==> config.mk <==
export PLATFORM = sky130hd
export DESIGN_NAME = id_decode_queue
export DESIGN_NICKNAME = d
export VERILOG_FILES = /design/src/rtl/id_decode_queue.sv
export SDC_FILE = /design/constraint.sdc
export NUM_CORES = 1
export LEC_CHECK = 0
export BUFFER_PORTS_ARGS = -buffer_cell sky130_fd_sc_hd__buf_2
export CAP_MARGIN = 20
export CORE_MARGIN = 2
export CORE_UTILIZATION = 45
export DETAILED_ROUTE_END_ITERATION = 10
export PLACE_DENSITY = 0.66
export SLEW_MARGIN = 0
export SYNTH_ARGS = -nofsm -noshare
export SYNTH_HDL_FRONTEND = slang
export SYNTH_SLANG_ARGS = --single-unit
==> constraint.sdc <==
create_clock -name clk -period 5 [get_ports clk]
set_input_delay 0.5 -clock clk [delete_from_list [all_inputs] [get_ports clk]]
set_output_delay 0.5 -clock clk [all_outputs]
set_load 0.05 [all_outputs]
==> src/rtl/id_decode_queue.sv <==
// Instruction queue feeding a registered MIPS main-decode stage; one instruction per cycle.
// Latency: 1 cycle from push to out_valid when empty. Backpressure: in_ready drops when queue is full.
module id_decode_queue #(
  parameter int DEPTH     = 4,
  parameter int PC_W      = 32,
  parameter bit EN_MULDIV = 1'b1,
  parameter bit EN_CP0    = 1'b1
) (
  input  logic                     clk,
  input  logic                     resetn,
  input  logic                     flush,
  input  logic                     in_valid,
  output logic                     in_ready,
  input  logic [31:0]              in_inst,
  input  logic [PC_W-1:0]          in_pc,
  input  logic                     in_ds,
  output logic                     out_valid,
  input  logic                     out_ready,
  output logic [31:0]              out_inst,
  output logic [PC_W-1:0]          out_pc,
  output logic                     out_ds,
  output logic [19:0]              out_ctrl,
  output logic                     out_eret,
  output logic [4:0]               out_exc,
  output logic [$clog2(DEPTH):0]   count
);
  localparam int AW = $clog2(DEPTH);
  localparam int CW = AW + 1;
  localparam logic [CW-1:0] FULL = CW'(DEPTH);
  localparam logic [31:0]   ERET_W = 32'h4200_0018;

  localparam logic [19:0] C_RW = 20'h80000, C_RD = 20'h40000, C_AS = 20'h20000;
  localparam logic [19:0] C_RET_CP0 = 20'h10000, C_RET_HILO = 20'h08000;
  localparam logic [19:0] C_MW = 20'h04000, C_MR = 20'h02000, C_HW = 20'h01000;
  localparam logic [19:0] C_HTR = 20'h00800, C_HS = 20'h00400;
  localparam logic [19:0] C_BR_Z = 20'h00200, C_BR_EQ = 20'h00100;
  localparam logic [19:0] C_J = 20'h00080, C_JS = 20'h00040, C_LNK = 20'h00020, C_LD = 20'h00010;
  localparam logic [19:0] C_BRK = 20'h00008, C_SYS = 20'h00004, C_RSV = 20'h00002, C_CPW = 20'h00001;

  logic [31:0]     inst_mem [DEPTH];
  logic [PC_W-1:0] pc_mem   [DEPTH];
  logic            ds_mem   [DEPTH];

  logic [AW-1:0]   wr_ptr_q, rd_ptr_q;
  logic [CW-1:0]   count_q, count_d;
  logic            out_valid_q, out_ds_q, out_eret_q;
  logic [31:0]     out_inst_q;
  logic [PC_W-1:0] out_pc_q;
  logic [19:0]     out_ctrl_q;
  logic [4:0]      out_exc_q;

  logic            push, pop, rsv, is_eret;
  logic [31:0]     head;
  logic [19:0]     ctrl;
  logic [4:0]      exc;

  assign in_ready = (count_q != FULL);
  assign push     = in_valid && in_ready;
  assign pop      = (count_q != '0) && (!out_valid_q || out_ready);
  assign head     = inst_mem[rd_ptr_q];

  always_comb begin
    count_d = count_q;
    if (push && !pop)      count_d = count_q + CW'(1);
    else if (!push && pop) count_d = count_q - CW'(1);
  end

  always_comb begin
    ctrl    = '0;
    rsv     = 1'b0;
    is_eret = EN_CP0 && (head == ERET_W);
    case (head[31:26])
      6'h00: case (head[5:0])
        6'h00, 6'h02, 6'h03, 6'h04, 6'h06, 6'h07, 6'h20, 6'h21,
        6'h22, 6'h23, 6'h24, 6'h25, 6'h26, 6'h27, 6'h2A, 6'h2B: ctrl = C_RW | C_RD;
        6'h10: if (EN_MULDIV) ctrl = C_RW | C_RD | C_RET_HILO | C_HTR; else rsv = 1'b1;
        6'h12: if (EN_MULDIV) ctrl = C_RW | C_RD | C_RET_HILO; else rsv = 1'b1;
        6'h11: if (EN_MULDIV) ctrl = C_HW | C_HTR | C_HS; else rsv = 1'b1;
        6'h13: if (EN_MULDIV) ctrl = C_HW | C_HS; else rsv = 1'b1;
        6'h18, 6'h19, 6'h1A, 6'h1B: if (EN_MULDIV) ctrl = C_HW; else rsv = 1'b1;
        6'h08: ctrl = C_J | C_JS;
        6'h09: ctrl = C_RW | C_RD | C_J | C_JS | C_LNK;
        6'h0C: ctrl = C_SYS;
        6'h0D: ctrl = C_BRK;
        default: rsv = 1'b1;
      endcase
      6'h01: case (head[20:16])
        5'b00000, 5'b00001: ctrl = C_BR_Z;
        5'b10000, 5'b10001: ctrl = C_RW | C_RD | C_BR_Z | C_LNK | C_LD;
        default: rsv = 1'b1;
      endcase
      6'h02: ctrl = C_J;
      6'h03: ctrl = C_RW | C_RD | C_J | C_LNK | C_LD;
      6'h04, 6'h05, 6'h06, 6'h07: ctrl = C_BR_EQ;
      6'h08, 6'h09, 6'h0A, 6'h0B, 6'h0C, 6'h0D, 6'h0E, 6'h0F: ctrl = C_RW | C_AS;
      6'h10: begin
        // ERET shares the COP0 opcode; it is matched on the full word and carries no ctrl.
        if (!EN_CP0)                   rsv  = 1'b1;
        else if (is_eret)              ctrl = '0;
        else if (head[25:21] == 5'h00) ctrl = C_RW | C_RET_CP0;
        else if (head[25:21] == 5'h04) ctrl = C_CPW;
        else                           rsv  = 1'b1;
      end
      6'h20, 6'h21, 6'h23, 6'h24, 6'h25: ctrl = C_RW | C_AS | C_MR;
      6'h28, 6'h29, 6'h2B: ctrl = C_AS | C_MW;
      default: rsv = 1'b1;
    endcase
    if (rsv) ctrl = C_RSV;
  end

  always_comb begin
    exc = 5'h00;
    if (ctrl[3])      exc = 5'h09;
    else if (ctrl[2]) exc = 5'h08;
    else if (ctrl[1]) exc = 5'h0A;
  end

  always_ff @(posedge clk) begin
    if (resetn && !flush && push) begin
      inst_mem[wr_ptr_q] <= in_inst;
      pc_mem[wr_ptr_q]   <= in_pc;
      ds_mem[wr_ptr_q]   <= in_ds;
    end
  end

  always_ff @(posedge clk) begin
    if (!resetn || flush) begin
      wr_ptr_q    <= '0;
      rd_ptr_q    <= '0;
      count_q     <= '0;
      out_valid_q <= 1'b0;
      out_inst_q  <= '0;
      out_pc_q    <= '0;
      out_ds_q    <= 1'b0;
      out_ctrl_q  <= '0;
      out_eret_q  <= 1'b0;
      out_exc_q   <= '0;
    end else begin
      if (push) wr_ptr_q <= wr_ptr_q + AW'(1);
      if (pop)  rd_ptr_q <= rd_ptr_q + AW'(1);
      count_q <= count_d;
      if (pop) begin
        out_valid_q <= 1'b1;
        out_inst_q  <= head;
        out_pc_q    <= pc_mem[rd_ptr_q];
        out_ds_q    <= ds_mem[rd_ptr_q];
        out_ctrl_q  <= ctrl;
        out_eret_q  <= is_eret;
        out_exc_q   <= exc;
      end else if (out_ready) begin
        out_valid_q <= 1'b0;
      end
    end
  end

  assign out_valid = out_valid_q;
  assign out_inst  = out_inst_q;
  assign out_pc    = out_pc_q;
  assign out_ds    = out_ds_q;
  assign out_ctrl  = out_ctrl_q;
  assign out_eret  = out_eret_q;
  assign out_exc   = out_exc_q;
  assign count     = count_q;
endmodule

After elaboration in Yosys (flattened, before gate mapping)
Memory sizes are Yosys's and may differ from the RTL's. A register that Yosys moved wholly into a read port is not among the register bits. Cells that the tools add are included.

Reduce and logical (&&, ||, !) cells: 31. Eq/ne operators: 57. Mux-type cells: 24. Add/sub/neg operators: 4.

Operator list (count): one-hot mux 20 bit (10 select lines) (1); one-hot mux 20 bit (9 select lines) (1); == test 6 bit (second input constant) (18); == test 6 x 4 -> 1 bit (second input constant) (12); 2-to-1 mux 20 bit (3); == test 6 x 5 -> 1 bit (second input constant) (9); == test 6 x 3 -> 1 bit (second input constant) (7); one-hot mux 20 bit (2 select lines) (1); == test 32 x 31 -> 1 bit (second input constant) (1); OR reduction 28 bit (1); == test 6 x 2 -> 1 bit (second input constant) (4); OR reduction 22 bit (1); OR reduction 16 bit (1); zero test 6 bit (2); 2-to-1 mux 4 bit (3); OR reduction 4 bit (3); == test 5 bit (second input constant) (2); zero test 5 bit (2); 2-to-1 mux 1 bit (10); OR reduction 8 bit (1); == test 6 x 1 -> 1 bit (second input constant) (1); logical AND 1 bit (6); 2-to-1 mux 3 bit (2); == test 5 x 1 -> 1 bit (second input constant) (1); 14 further kinds (23).

Memories kept: 3. Flip-flop bits (word level): 66. Bits of input ports: 70. Word-level logic and storage cells: 127. Memory bits (writable): 260.

Memory list: inst_mem (depth 4, bits a word 32, read ports 1, clocked after Yosys merged registers in 1, wr ports 1, RTL line 40) `logic [31:0] inst_mem [DEPTH];`; pc_mem (depth 4, bits a word 32, read ports 1, clocked after Yosys merged registers in 1, wr ports 1, RTL line 41) `logic [PC_W-1:0] pc_mem [DEPTH];`; ds_mem (depth 4, bits a word 1, read ports 1, clocked after Yosys merged registers in 1, wr ports 1, RTL line 42) `logic ds_mem [DEPTH];`.

Longest topological paths before layout
Word-level depth: 9. Mapped depth: 11. Mapped depth without buffers: 9.

Worst setup path after synthesis
OpenSTA, ideal clock, no wires.

Path type: reg-to-reg. From: register count_q[0], in the netlist count[0]. To: memory ds_mem[0], enable pin. Cell stages (with the launch flop): 6. Setup time: 0.430 ns. Data required time: 4.570 ns. Setup slack: 1.349 ns. Arrival time: 3.221 ns. Cell sequence: dfxtp_1 -> nor2_1 -> nand2_1 -> and2_1 -> clkbuf_1 -> and3_1.

Longest elaborated chain between the ends: 5.

RTL lines: start: declaration (RTL line 45) `logic [CW-1:0] count_q, count_d;`; start signal: assignment (RTL line 141) `count_q <= count_d;`; inequality test 3 bit (RTL line 57) `assign in_ready = (count_q != FULL);`; named net in_ready (RTL line 13) `output logic in_ready,`; logical AND 1 bit (RTL line 58) `assign push = in_valid && in_ready;`; named net push (RTL line 52) `logic push, pop, rsv, is_eret;`; logical AND 1 bit (RTL line 119) `if (resetn && !flush && push) begin`; 2-to-1 mux 1 bit (RTL line 119); 2-to-1 mux 1 bit (implied by the code) (RTL line 122) `ds_mem[wr_ptr_q] <= in_ds;`; end: declaration (RTL line 42).

The timed path passes the listed nets, and every way through them passes these cells.

==> flow_summary.yaml <==
critical_path:
  worstPathRequired_ns: 5.42
  cp_cell_sequence: "buf_4 > mux4_2 > o21ai_0 > nand4_1 > a2bb2oi_2 > o31a_1 > nand2_1 > o31ai_1"
  cp_max_fo: 22
  crit_type: "flip-flop to flip-flop"
  r2r_slack_ns: 1.48
  slowest_stage: "mux4_2"
  crit_arrival_ns: 3.95
  slowest_delay_ns: 0.70
  start_kind: "flip-flop"
  worstSetupEndpointType: "flip-flop"
  path_buf_inv: 1
  critPathTopFamily: "compound AO/OA/AOI/OAI gates"
clock_network:
  cts_tree: "built"
  path_clk_slew_ns: 0.06
  root_buffer: "clkbuf_16"
  h-tree-depth: 2
  cts_setup_buffers: 0
  cts_resized: 0
  hold_buffers: 0
  numClockSinks: 358
  cts_buffer_depth: 3
  clock_latency_ns: 0.52
  numCtsBuffers: 38
global_routing:
  overflow: 0
  grt_pass1_wl_um: 44000
  antenna_found_initial: 3
  grt_use_total: 0.1860
  grt_max_degree: 77
  grt_pass1_vias: 7665
logic_synthesis:
  synth_top_area_share: 0.5870
  synth_flop_cell: "edfxtp_1"
  synth_warnings: 0
  synthCells: 837
  syn_area_sq_um: 13300
  synthMuxAreaShare: 0.1116
  synth_top_family_by_area: "multiplexers"
  synth_xor_area_frac: 0.003293
  synth_edf_count: 260
  ys_types: 51
  synth_compound_area_frac: 0.05325
  yosys.area_share.simple: 0.07037
  async_flop_share: 0
  ys_seq_area_frac: 0.7345
  synthAdderAreaFrac: 0.006209
  synth_area_per_cell_sq_um: 15.89
  synthTopCellsByArea: "edfxtp_1 (59%), dfxtp_1 (15%), mux4_2 (11%)"
  yosysTopAreaCell: "edfxtp_1"
  synthTopCellsByCount: "edfxtp_1 (260), nand2_1 (149), dfxtp_1 (98)"
  yosys_register_bits: 358
  yosysMostFrequentCell: "edfxtp_1"
final_layout:
  final-seq-area_sq_um: 9773
  nNetsFinal: 1076
  nFillCells: 2385
  multi_input_area_sq_um: 3301
  areaGrowthSynthToFinish_pct: 18.04
  drive_above_1_share: 0.3064
timing:
  worstMarginPinSlew_ns: 1.072
  finalCritPeriodShare: 0.7046
  fmaxAchievable_ghz: 0.2839
  skew_ns: 0.02751
  fin_ws_ns: 1.477
  min_period_ns: 3.523
  rsz0062_at_grt: "no"
  setup_viol: 0
  hold_viol: 0
  final.setup.tns_ns: 0
  whs_ns: 0.1864
  slew-limit-headroom: 0.2850
  slew_viol_final: 0
power:
  p_leak_nw: 5.448
  ir_drop_mv: 0.3665
  netSwitchingPower_mw: 2.765
  p_clk_frac: 0.324
  seqPwrFrac: 0.423
  intPower_mw: 5.617
  power-per-cell-area_nw_per_um2: 533.9
  power_mw: 8.382
  comb_power_share: 0.253
  switching_share: 0.3299
route:
  routedWlPerCell_um: 20.08
  wl_um: 28370
  drt_pre_antenna_iters: 7
  drc: 0
  vias_per_cell: 5.391
  vias: 7617
  final_antenna_net_count: 0
  first_iter_violations: 633
die:
  rows: 62
  coreArea_sq_um: 28940
  die_h_um: 175.9
  die_area_sq_um: 30950
  fp.dieW_um: 175.9
  floorplan.initialDensity: 0.4597
  io_pins: 166
placement:
  post-place-ws_ns: 1.460
  place.gp.congestion: 0.8227
  port_buffers: 163
  dp_hpwl_um: 17200
status:
  status: "completed"
flow_run:
  cap_violations: 0
hold_path:
  hp-class: "input pin to flip-flop"
cells in the final DEF, fill, tap and decap left out, drive strengths merged, types with 6 or more instances in the layout:
cell type / count
nor3: 9
clkbuf: 48
edfxtp: 260
o21ai: 9
nand2: 149
a22oi: 6
a21oi: 82
buf: 172
dfxtp: 98
nor4: 6
nor2: 31
and3: 6
nand4: 7
mux4: 65
inv: 14
clkinv: 15
registers in the layout, summed over array words and instances, names as in the netlist, named ones only:
register and flops:
out_ctrl 20, rd_ptr_q 2, count 3, out_pc 32, ds_mem 4, pc_mem 128
wr_ptr_q 2, out_valid 1, out_inst 32, inst_mem 128, out_eret 1, out_ds 1
out_exc 2
per-layer routing:
layer / GRT usage / share of wire / vias to the layer above
met5: 0 / 0.00049 / -
met4: 0.04545 / 0.019 / 4
met3: 0.04870 / 0.084 / 50
met2: 0.2876 / 0.46 / 288
met1: 0.2657 / 0.44 / 3785
li1: - / - / 3490
layout make-up:
type | count | share of cell area
flip-flops and latches | 358 | 0.6225
multi-input cells | 418 | 0.2102
clock buffers | 48 | 0.06423
repair buffers | 172 | 0.05674
well taps | 384 | 0.03060
clock inverters | 20 | 0.01259
inverters | 12 | 0.002949
diodes | 1 | 0.0001594
cell families after synthesis:
| logic type | Yosys count |
|---|---|
| other cells | 1 |
| xor+xnor | 5 |
| simple gates | 220 |
| mux | 67 |
| compound gates | 118 |
| fa+ha+maj | 6 |
| flops | 358 |
| buf+inv | 62 |
stage by stage:
stage,instance area (sq um),util,instances
detailed placement,14480,0.5003,1343
finish,15700,0.5426,1413
global route,15700,0.5425,1412
floorplan,13300,-,838
global placement,14480,0.5003,1343
CTS,15680,0.5420,1411
power groups by stage:
stage                     Clock, mW  Combinational [mW]  Sequential (mW)
final                          2.72                2.12             3.54
after detailed placement          0                2.15             3.61
after floorplan                   0                1.17             4.03
after global routing           2.89                2.30             3.58
after global placement            0                2.13             3.60
after CTS                      2.77                2.15             3.55
worst paths after layout:
kind / cells past startpoint / startpoint / endpoint
setup reg to reg: 8 / flip-flop / out_ctrl[3]$_SDFFE_PP0P_
hold / removal: 1 / in_inst[12] / inst_mem[3][12]$_DFFE_PP_
hold reg to reg: 2 / out_pc[19]$_SDFFE_PP0P_ / out_pc[19]$_SDFFE_PP0P_
setup / recovery: 8 / flip-flop / out_ctrl[3]$_SDFFE_PP0P_
(Power assumes the default switching activity.)
